### config.mk
export PLATFORM = sky130hd
export DESIGN_NAME = ser_link
export DESIGN_NICKNAME = d
export VERILOG_FILES = /design/src/rtl/ser_link_pkg.sv /design/src/rtl/ser_rx.sv /design/src/rtl/ser_tx.sv /design/src/rtl/ser_link.sv
export SDC_FILE = /design/constraint.sdc
export NUM_CORES = 1
export LEC_CHECK = 0
export CORE_ASPECT_RATIO = 1.75
export CORE_MARGIN = 5
export CORE_UTILIZATION = 45
export CTS_CLUSTER_DIAMETER = 200
export DETAILED_ROUTE_END_ITERATION = 8
export PLACE_DENSITY = 0.67
export SLEW_MARGIN = 20
export SYNTH_ARGS = -nofsm -noshare
export SYNTH_HDL_FRONTEND = slang
export SYNTH_HIERARCHICAL = 1
export SYNTH_SLANG_ARGS = --single-unit
### constraint.sdc
create_clock -name clk -period 1.8 [get_ports clk]
set_input_delay 0.36 -clock clk [delete_from_list [all_inputs] [get_ports clk]]
set_output_delay 0.36 -clock clk [all_outputs]
set_load 0.03 [all_outputs]
### src/rtl/ser_link_pkg.sv
// Shared types and bit-level constants for the framed serial link.
// Frame: start(0), WIDTH data bits LSB first, optional even parity, stop(1).
package ser_link_pkg;

   typedef enum logic [2:0] {
      TX_IDLE,
      TX_START,
      TX_DATA,
      TX_PARITY,
      TX_STOP
   } tx_state_t;

   typedef enum logic [2:0] {
      RX_IDLE,
      RX_DATA,
      RX_PARITY,
      RX_STOP,
      RX_WAIT_IDLE
   } rx_state_t;

   localparam logic BIT_IDLE  = 1'b1;
   localparam logic BIT_START = 1'b0;
   localparam logic BIT_STOP  = 1'b1;

   function automatic int frame_len(input int width, input int parity_en);
      return width + 2 + ((parity_en != 0) ? 1 : 0);
   endfunction

endpackage

### src/rtl/ser_rx.sv
// Deserialiser: samples one bit per clock, delivers the word at the stop sample.
// No back-pressure: rx_valid/error flags are one-cycle pulses the consumer must catch.
module ser_rx
   import ser_link_pkg::*;
#(
   parameter int WIDTH     = 16,
   parameter bit PARITY_EN = 1'b1
) (
   input  logic             clk,
   input  logic             rst,
   input  logic             ser_in,
   output logic             rx_valid,
   output logic [WIDTH-1:0] rx_data,
   output logic             rx_parity_err,
   output logic             rx_frame_err
);

   localparam int CNT_W = $clog2(WIDTH);

   rx_state_t        state, state_nxt;
   logic [WIDTH-1:0] shreg;
   logic [CNT_W-1:0] cnt;
   logic             par_rx;
   logic             last_bit;

   assign last_bit = (cnt == CNT_W'(WIDTH - 1));

   always_ff @(posedge clk or posedge rst) begin
      if (rst) state <= RX_IDLE;
      else     state <= state_nxt;
   end

   always_comb begin
      state_nxt = state;
      case (state)
         RX_IDLE:      if (ser_in == BIT_START) state_nxt = RX_DATA;
         RX_DATA:      if (last_bit) state_nxt = PARITY_EN ? RX_PARITY : RX_STOP;
         RX_PARITY:    state_nxt = RX_STOP;
         RX_STOP:      state_nxt = (ser_in == BIT_STOP) ? RX_IDLE : RX_WAIT_IDLE;
         RX_WAIT_IDLE: if (ser_in == BIT_IDLE) state_nxt = RX_IDLE;
         default:      state_nxt = RX_IDLE;
      endcase
   end

   always_ff @(posedge clk or posedge rst) begin
      if (rst) begin
         shreg         <= '0;
         cnt           <= '0;
         par_rx        <= 1'b0;
         rx_data       <= '0;
         rx_valid      <= 1'b0;
         rx_parity_err <= 1'b0;
         rx_frame_err  <= 1'b0;
      end else begin
         rx_valid      <= 1'b0;
         rx_parity_err <= 1'b0;
         rx_frame_err  <= 1'b0;
         case (state)
            RX_DATA: begin
               shreg <= {ser_in, shreg[WIDTH-1:1]};
               cnt   <= last_bit ? '0 : cnt + CNT_W'(1);
            end
            RX_PARITY: par_rx <= ser_in;
            RX_STOP: begin
               // a parity mismatch still delivers the word; a bad stop bit does not
               if (ser_in == BIT_STOP) begin
                  rx_data       <= shreg;
                  rx_valid      <= 1'b1;
                  rx_parity_err <= PARITY_EN && (par_rx != ^shreg);
               end else begin
                  rx_frame_err  <= 1'b1;
               end
            end
            default: ;
         endcase
      end
   end

endmodule

### src/rtl/ser_tx.sv
// Serialiser: one frame bit per clock, word captured at accept.
// Latency: start bit on the line the cycle after accept; ready only while idle.
module ser_tx
   import ser_link_pkg::*;
#(
   parameter int WIDTH     = 16,
   parameter bit PARITY_EN = 1'b1
) (
   input  logic             clk,
   input  logic             rst,
   input  logic             tx_valid,
   output logic             tx_ready,
   input  logic [WIDTH-1:0] tx_data,
   output logic             ser_out
);

   localparam int CNT_W = $clog2(WIDTH);

   tx_state_t        state, state_nxt;
   logic [WIDTH-1:0] shreg;
   logic [CNT_W-1:0] cnt;
   logic             par_bit;
   logic             last_bit;
   logic             accept;

   assign last_bit = (cnt == CNT_W'(WIDTH - 1));
   assign accept   = tx_valid && tx_ready;

   always_ff @(posedge clk or posedge rst) begin
      if (rst) state <= TX_IDLE;
      else     state <= state_nxt;
   end

   always_comb begin
      state_nxt = state;
      tx_ready  = 1'b0;
      case (state)
         TX_IDLE: begin
            tx_ready = 1'b1;
            if (tx_valid) state_nxt = TX_START;
         end
         TX_START:  state_nxt = TX_DATA;
         TX_DATA:   if (last_bit) state_nxt = PARITY_EN ? TX_PARITY : TX_STOP;
         TX_PARITY: state_nxt = TX_STOP;
         TX_STOP:   state_nxt = TX_IDLE;
         default:   state_nxt = TX_IDLE;
      endcase
   end

   // ser_out is registered: each state drives the bit that follows it on the line
   always_ff @(posedge clk or posedge rst) begin
      if (rst) begin
         shreg   <= '0;
         cnt     <= '0;
         par_bit <= 1'b0;
         ser_out <= BIT_IDLE;
      end else begin
         case (state)
            TX_IDLE: begin
               if (accept) begin
                  shreg   <= tx_data;
                  par_bit <= ^tx_data;
                  ser_out <= BIT_START;
               end
            end
            TX_START: begin
               ser_out <= shreg[0];
               shreg   <= shreg >> 1;
               cnt     <= '0;
            end
            TX_DATA: begin
               if (last_bit) begin
                  ser_out <= PARITY_EN ? par_bit : BIT_STOP;
                  cnt     <= '0;
               end else begin
                  ser_out <= shreg[0];
                  shreg   <= shreg >> 1;
                  cnt     <= cnt + CNT_W'(1);
               end
            end
            TX_PARITY: ser_out <= BIT_STOP;
            TX_STOP:   ser_out <= BIT_IDLE;
            default:   ser_out <= BIT_IDLE;
         endcase
      end
   end

endmodule

### src/rtl/ser_link.sv
// Framed serial link top: independent transmitter and receiver on one clock.
// Link latency is frame_len cycles when ser_out is looped to ser_in externally.
module ser_link
   import ser_link_pkg::*;
#(
   parameter int WIDTH     = 16,
   parameter bit PARITY_EN = 1'b1
) (
   input  logic             clk,
   input  logic             rst,
   input  logic             tx_valid,
   output logic             tx_ready,
   input  logic [WIDTH-1:0] tx_data,
   output logic             ser_out,
   input  logic             ser_in,
   output logic             rx_valid,
   output logic [WIDTH-1:0] rx_data,
   output logic             rx_parity_err,
   output logic             rx_frame_err
);

   ser_tx #(
      .WIDTH     (WIDTH),
      .PARITY_EN (PARITY_EN)
   ) u_tx (
      .clk      (clk),
      .rst      (rst),
      .tx_valid (tx_valid),
      .tx_ready (tx_ready),
      .tx_data  (tx_data),
      .ser_out  (ser_out)
   );

   ser_rx #(
      .WIDTH     (WIDTH),
      .PARITY_EN (PARITY_EN)
   ) u_rx (
      .clk           (clk),
      .rst           (rst),
      .ser_in        (ser_in),
      .rx_valid      (rx_valid),
      .rx_data       (rx_data),
      .rx_parity_err (rx_parity_err),
      .rx_frame_err  (rx_frame_err)
   );

endmodule

# Yosys cells after proc, flatten, opt, wreduce, memory -nomap -nowiden
# Cells that the tools add are included.
# totals
regBits	68
input_bits	20
out_inout_bits	21
# classes
add_sub_neg	2
eq_ne	17
muxes	24
n_reduce_logical	12
# op_table
cell	count
16-bit case mux with 3 select lines	1
16-bit two-way mux	2
16-bit parity	2
3-bit two-way mux	6
3-bit case mux with 5 select lines	1
3-bit by 2-bit equality test with 1-bit output, second input constant	4
3-bit case mux with 4 select lines	1
1-bit two-way mux	9
4-bit by 1-bit adder with 4-bit output, second input constant	2
4-bit equality test, second input constant	2
4-bit two-way mux	2
2-bit != test, second input constant	4
4-bit case mux with 2 select lines	1
3-bit by 1-bit equality test with 1-bit output, second input constant	2
3-bit zero test	2
2-bit by 1-bit != test with 1-bit output, second input constant	3
2-bit AND reduction	3
3-bit AND reduction	2
3-bit equality test, second input constant	1
1-bit case mux with 3 select lines	1
3-bit nonzero test	1
2-bit nonzero test	1
1-bit logical AND	1
1-bit != test	1

# Logic depth before layout (Yosys ltp)
# depth
ltp_word	5
ltp_mapped	8

# Cells and area by module
# The synthesis kept the hierarchy.
# by_module_without_submodules
module	instances	cells_each	area_per_inst_um2	seq_area_each_um2
ser_rx	1	161	1829.3	1076.0
ser_tx	1	138	1481.4	626.9

# Worst setup path before layout
# OpenSTA, ideal clock, no wires.
# synth_timing
kind	register -> register
start	register u_tx.state[0]
end	register u_tx.par_bit
setup_ps	122
t_arrival_ps	1609
required_time_ps	1678
path_slack_ps	68
stages_incl_launch_ff	6
n_path_buf	1
synth_period_minus_slack_ps	1732
cell_sequence	dfrtp_1 buf_6 nor3_1 nand2_1 nand2_1 o21ai_1
# synth_between
elab_chain_len	4
# synth_lines
element	line_no	source
start: declaration	ser_tx.sv:19	tx_state_t state, state_nxt;
start signal: assignment	ser_tx.sv:31	else state <= state_nxt;
3-bit zero test	ser_tx.sv:37	case (state)
1-bit two-way mux	ser_tx.sv:37	
net tx_ready	ser_link.sv:12	output logic tx_ready,
1-bit logical AND	ser_tx.sv:27	assign accept = tx_valid && tx_ready;
2-bit AND reduction (no source line)	n/a	
end signal: assignment	ser_tx.sv:62	par_bit <= ^tx_data;
end: declaration	ser_tx.sv:22	logic par_bit;
# The timed path passes the listed nets, and every way through them passes these cells.
# A chain may end at the register's enable or synchronous reset.

# Worst setup path after layout
# layout_timing
start	register u_rx.rx_data[2]
end	output port rx_data[2]
# layout_lines
element	line_no	source
start: declaration	ser_rx.sv:13	output logic [WIDTH-1:0] rx_data,
start signal: assignment	ser_rx.sv:67	rx_data <= shreg;
end: declaration	ser_link.sv:17	output logic [WIDTH-1:0] rx_data,
# No word-level cell between the ends.

==> flow_summary.json <==
{
  "reg2reg_from": "u_tx/state[1]",
  "ys_seq_elements": 68,
  "cap_violations": 0,
  "cts_tree": "built",
  "final_util": 0.582,
  "synth_area_sq_um": 3310,
  "multiInputGateArea_sq_um": 1450,
  "num_rows": 41,
  "critPathCaptureType": "output port",
  "crit_family": "buffers and inverters",
  "finalMaxSlewViolations": 0,
  "finalWorstSetupSlack_ns": 0.0831,
  "cpPeakStageDelay_ns": 0.68,
  "diodes": 0,
  "grt_first_pass_wirelength_microns": 10500,
  "finalHoldViolations": 0,
  "layout_worst_path_cycle_share": 0.954,
  "reg2reg_setup_slack_ns": 0.15,
  "first_pass_iters": 4,
  "ir_drop_mv": 0.808,
  "overflow": 0,
  "critPathLaunch": "u_rx/rx_data[2]",
  "worstSetupPathDepth": 1,
  "max_freq_mhz": 582,
  "syn_nets": 321,
  "arrival_ns": 1.36,
  "clockBufferDepth": 2,
  "synth-main-ff-cell": "dfrtp_1",
  "setup_tns_ns": 0,
  "antenna_found_initial": 0,
  "die_h_microns": 123,
  "setup_viol": 0,
  "cp_max_fo": 2,
  "rsz0062_at_grt": "false",
  "numCtsBuffers": 9,
  "routabilityCongestion": 0.749,
  "path_class": "reg -> out",
  "clk_pin_slew_ns": 0.05,
  "hold_buffers": 0,
  "dpl_cell_area_sq_um": 3810,
  "numPlacedInstances": 421,
  "synth_edf_count": 0,
  "yosys_warnings": 6,
  "pre_cts_slack_ns": -0.111,
  "min_path_type": "in -> async",
  "tightest_slew_ns": 0.398,
  "die_x_microns": 74.8,
  "fin_crit_ns": 1.72,
  "grt_pass1_vias": 2280,
  "root_buffer": "clkbuf_16",
  "syn_area_per_cell_sq_um": 11.1,
  "p_leak_nw": 1.85,
  "drt_wl_total_microns": 6500,
  "cp_num_buf_inv": 1,
  "drc_errors": 0,
  "drive_above_1_share": 0.241,
  "grt.total_usage": 0.154,
  "design_area_sq_um": 4180,
  "critPathLaunchType": "flop",
  "viasPerCell": 5.04,
  "syn-instance-count": 299,
  "area_delta_synth_final_pct": 26.2,
  "ant_nets": 0,
  "slew_headroom": 0.735,
  "synth_seq_area_share": 0.514,
  "status": "completed",
  "port_buffers": 40,
  "slowest_stage": "clkdlybuf4s50_1",
  "die_area_sq_um": 9240,
  "ys_types": 40,
  "register_area_sq_um": 1700,
  "async_flop_share": 1.00,
  "fillers": 616,
  "reg2reg_depth": 5,
  "path_cells": "clkdlybuf4s50_1",
  "cts_max_level": 3,
  "p_per_area_nw_per_um2": 2060,
  "nets": 369,
  "insertion_delay_ns": 0.33,
  "wire_per_inst_microns": 14.8,
  "final.setup_skew_ns": 0.00385,
  "grt_max_degree": 44,
  "clock_sinks": 68,
  "final_cells": 438,
  "drt_iter0_drc": 77,
  "vias": 2209,
  "start_util": 0.461,
  "hpwl_microns": 4540,
  "ios": 41,
  "cp_data_required_time_ns": 1.44,
  "core_area_sq_um": 7180
}
==> layout by cell type (no fill, tap or decap), drive strengths merged <==
master	count
a21oi	24
a31oi	2
and2	2
and3	2
buf	10
bufinv	2
clkbuf	13
clkdlybuf4s50	38
clkinv	4
dfrtp	67
dfstp	1
dlygate4sd2	1
ha	2
inv	9
mux2	19
mux2i	16
nand2	59
nand2b	3
nand3	4
nand3b	3
nand4	2
nor2	22
nor2b	1
nor3	2
nor3b	1
o21ai	9
o221ai	1
o22ai	1
o31a	1
or2	1
or3	1
xnor2	23
xnor3	2
xor2	4
==> sequential cells by signal (all words and copies together), names as in the netlist <==
| signal | flops |
|---|---|
| u_tx/cnt | 4 |
| u_tx/ser_out | 1 |
| u_rx/rx_parity_err | 1 |
| u_rx/rx_data | 16 |
| u_rx/shreg | 16 |
| u_tx/shreg | 16 |
| u_rx/par_rx | 1 |
| u_rx/rx_valid | 1 |
| u_tx/state | 3 |
| u_rx/cnt | 4 |
| u_rx/rx_frame_err | 1 |
| u_tx/par_bit | 1 |
| u_rx/state | 3 |
==> repair_timing <==
item,in CTS,in global routing
endpoints found under the setup margin,1,3
resized for setup,1,3
cloned,0,1
buffers inserted,0,0
==> path summary, 6_finish.rpt <==
check                                        end
min in group clk                u_rx/rx_data[12]
worst max register to register     u_tx/shreg[4]
worst min register to register  u_rx/rx_data[12]
max in group asynchronous           u_tx/ser_out
worst min-delay path            u_rx/rx_data[14]
worst max-delay path                  rx_data[2]
==> Yosys cell counts, drive strengths merged, types with 3 or more instances <==
master | number | area (sq um)
nand2b | 3 | 18.8
xnor2 | 23 | 209
nand3 | 4 | 20.0
o21ai | 9 | 48.8
nand2 | 59 | 221
mux2 | 19 | 218
nor2 | 22 | 118
buf | 12 | 121
xor2 | 4 | 35.0
inv | 10 | 37.5
dfrtp | 67 | 1680
mux2i | 16 | 160
nand3b | 3 | 22.5
a21oi | 24 | 184
==> report_power, final <==
group,leakage [nW],internal [W],switching (W)
registers,0.838,0.00222,0.000604
clock network,0.169,0.00132,0.000615
logic,0.844,0.00202,0.00182
total,1.85,0.00556,0.00304
==> layout make-up <==
class / count / share of cell area
Clock buffer: 12 / 0.0638
Tap cell: 86 / 0.0258
Multi-Input combinational cell: 207 / 0.347
Clock inverter: 4 / 0.0168
Timing Repair Buffer: 50 / 0.129
Inverter: 11 / 0.0102
Sequential cell: 68 / 0.408
==> kinds of logic after synthesis <==
group,Yosys count,synth area share
DFF,68,0.514
adders and majority gates,2,0.00756
AOI/OAI and AO/OA,38,0.0813
xor gates and xnor gates,29,0.0873
muxes,35,0.114
and+or+nand+nor,103,0.145
buffers and inverters,24,0.0506
==> per-stage QoR <==
stage / power [W] / hold slack (ns)
2_1_floorplan: 0.00583 / 0.387
3_5_place_dp: 0.00664 / 0.461
6_report: 0.00860 / 0.399
4_1_cts: 0.00860 / 0.413
5_1_grt: 0.00917 / 0.445
3_3_place_gp: 0.00654 / 0.458
==> metal layers <==
metal | vias to the layer above | part of all wire | GRT usage | routed length, microns
li1 | 1086 | - | - | -
met1 | 1080 | 0.38 | 0.163 | 2470
met2 | 30 | 0.56 | 0.274 | 3620
met3 | 13 | 0.040 | 0.0407 | 261
met4 | 0 | 0.022 | 0.0735 | 146
met5 | - | 0 | 0 | 0
Note: power is estimated with default switching activity, not from simulation.
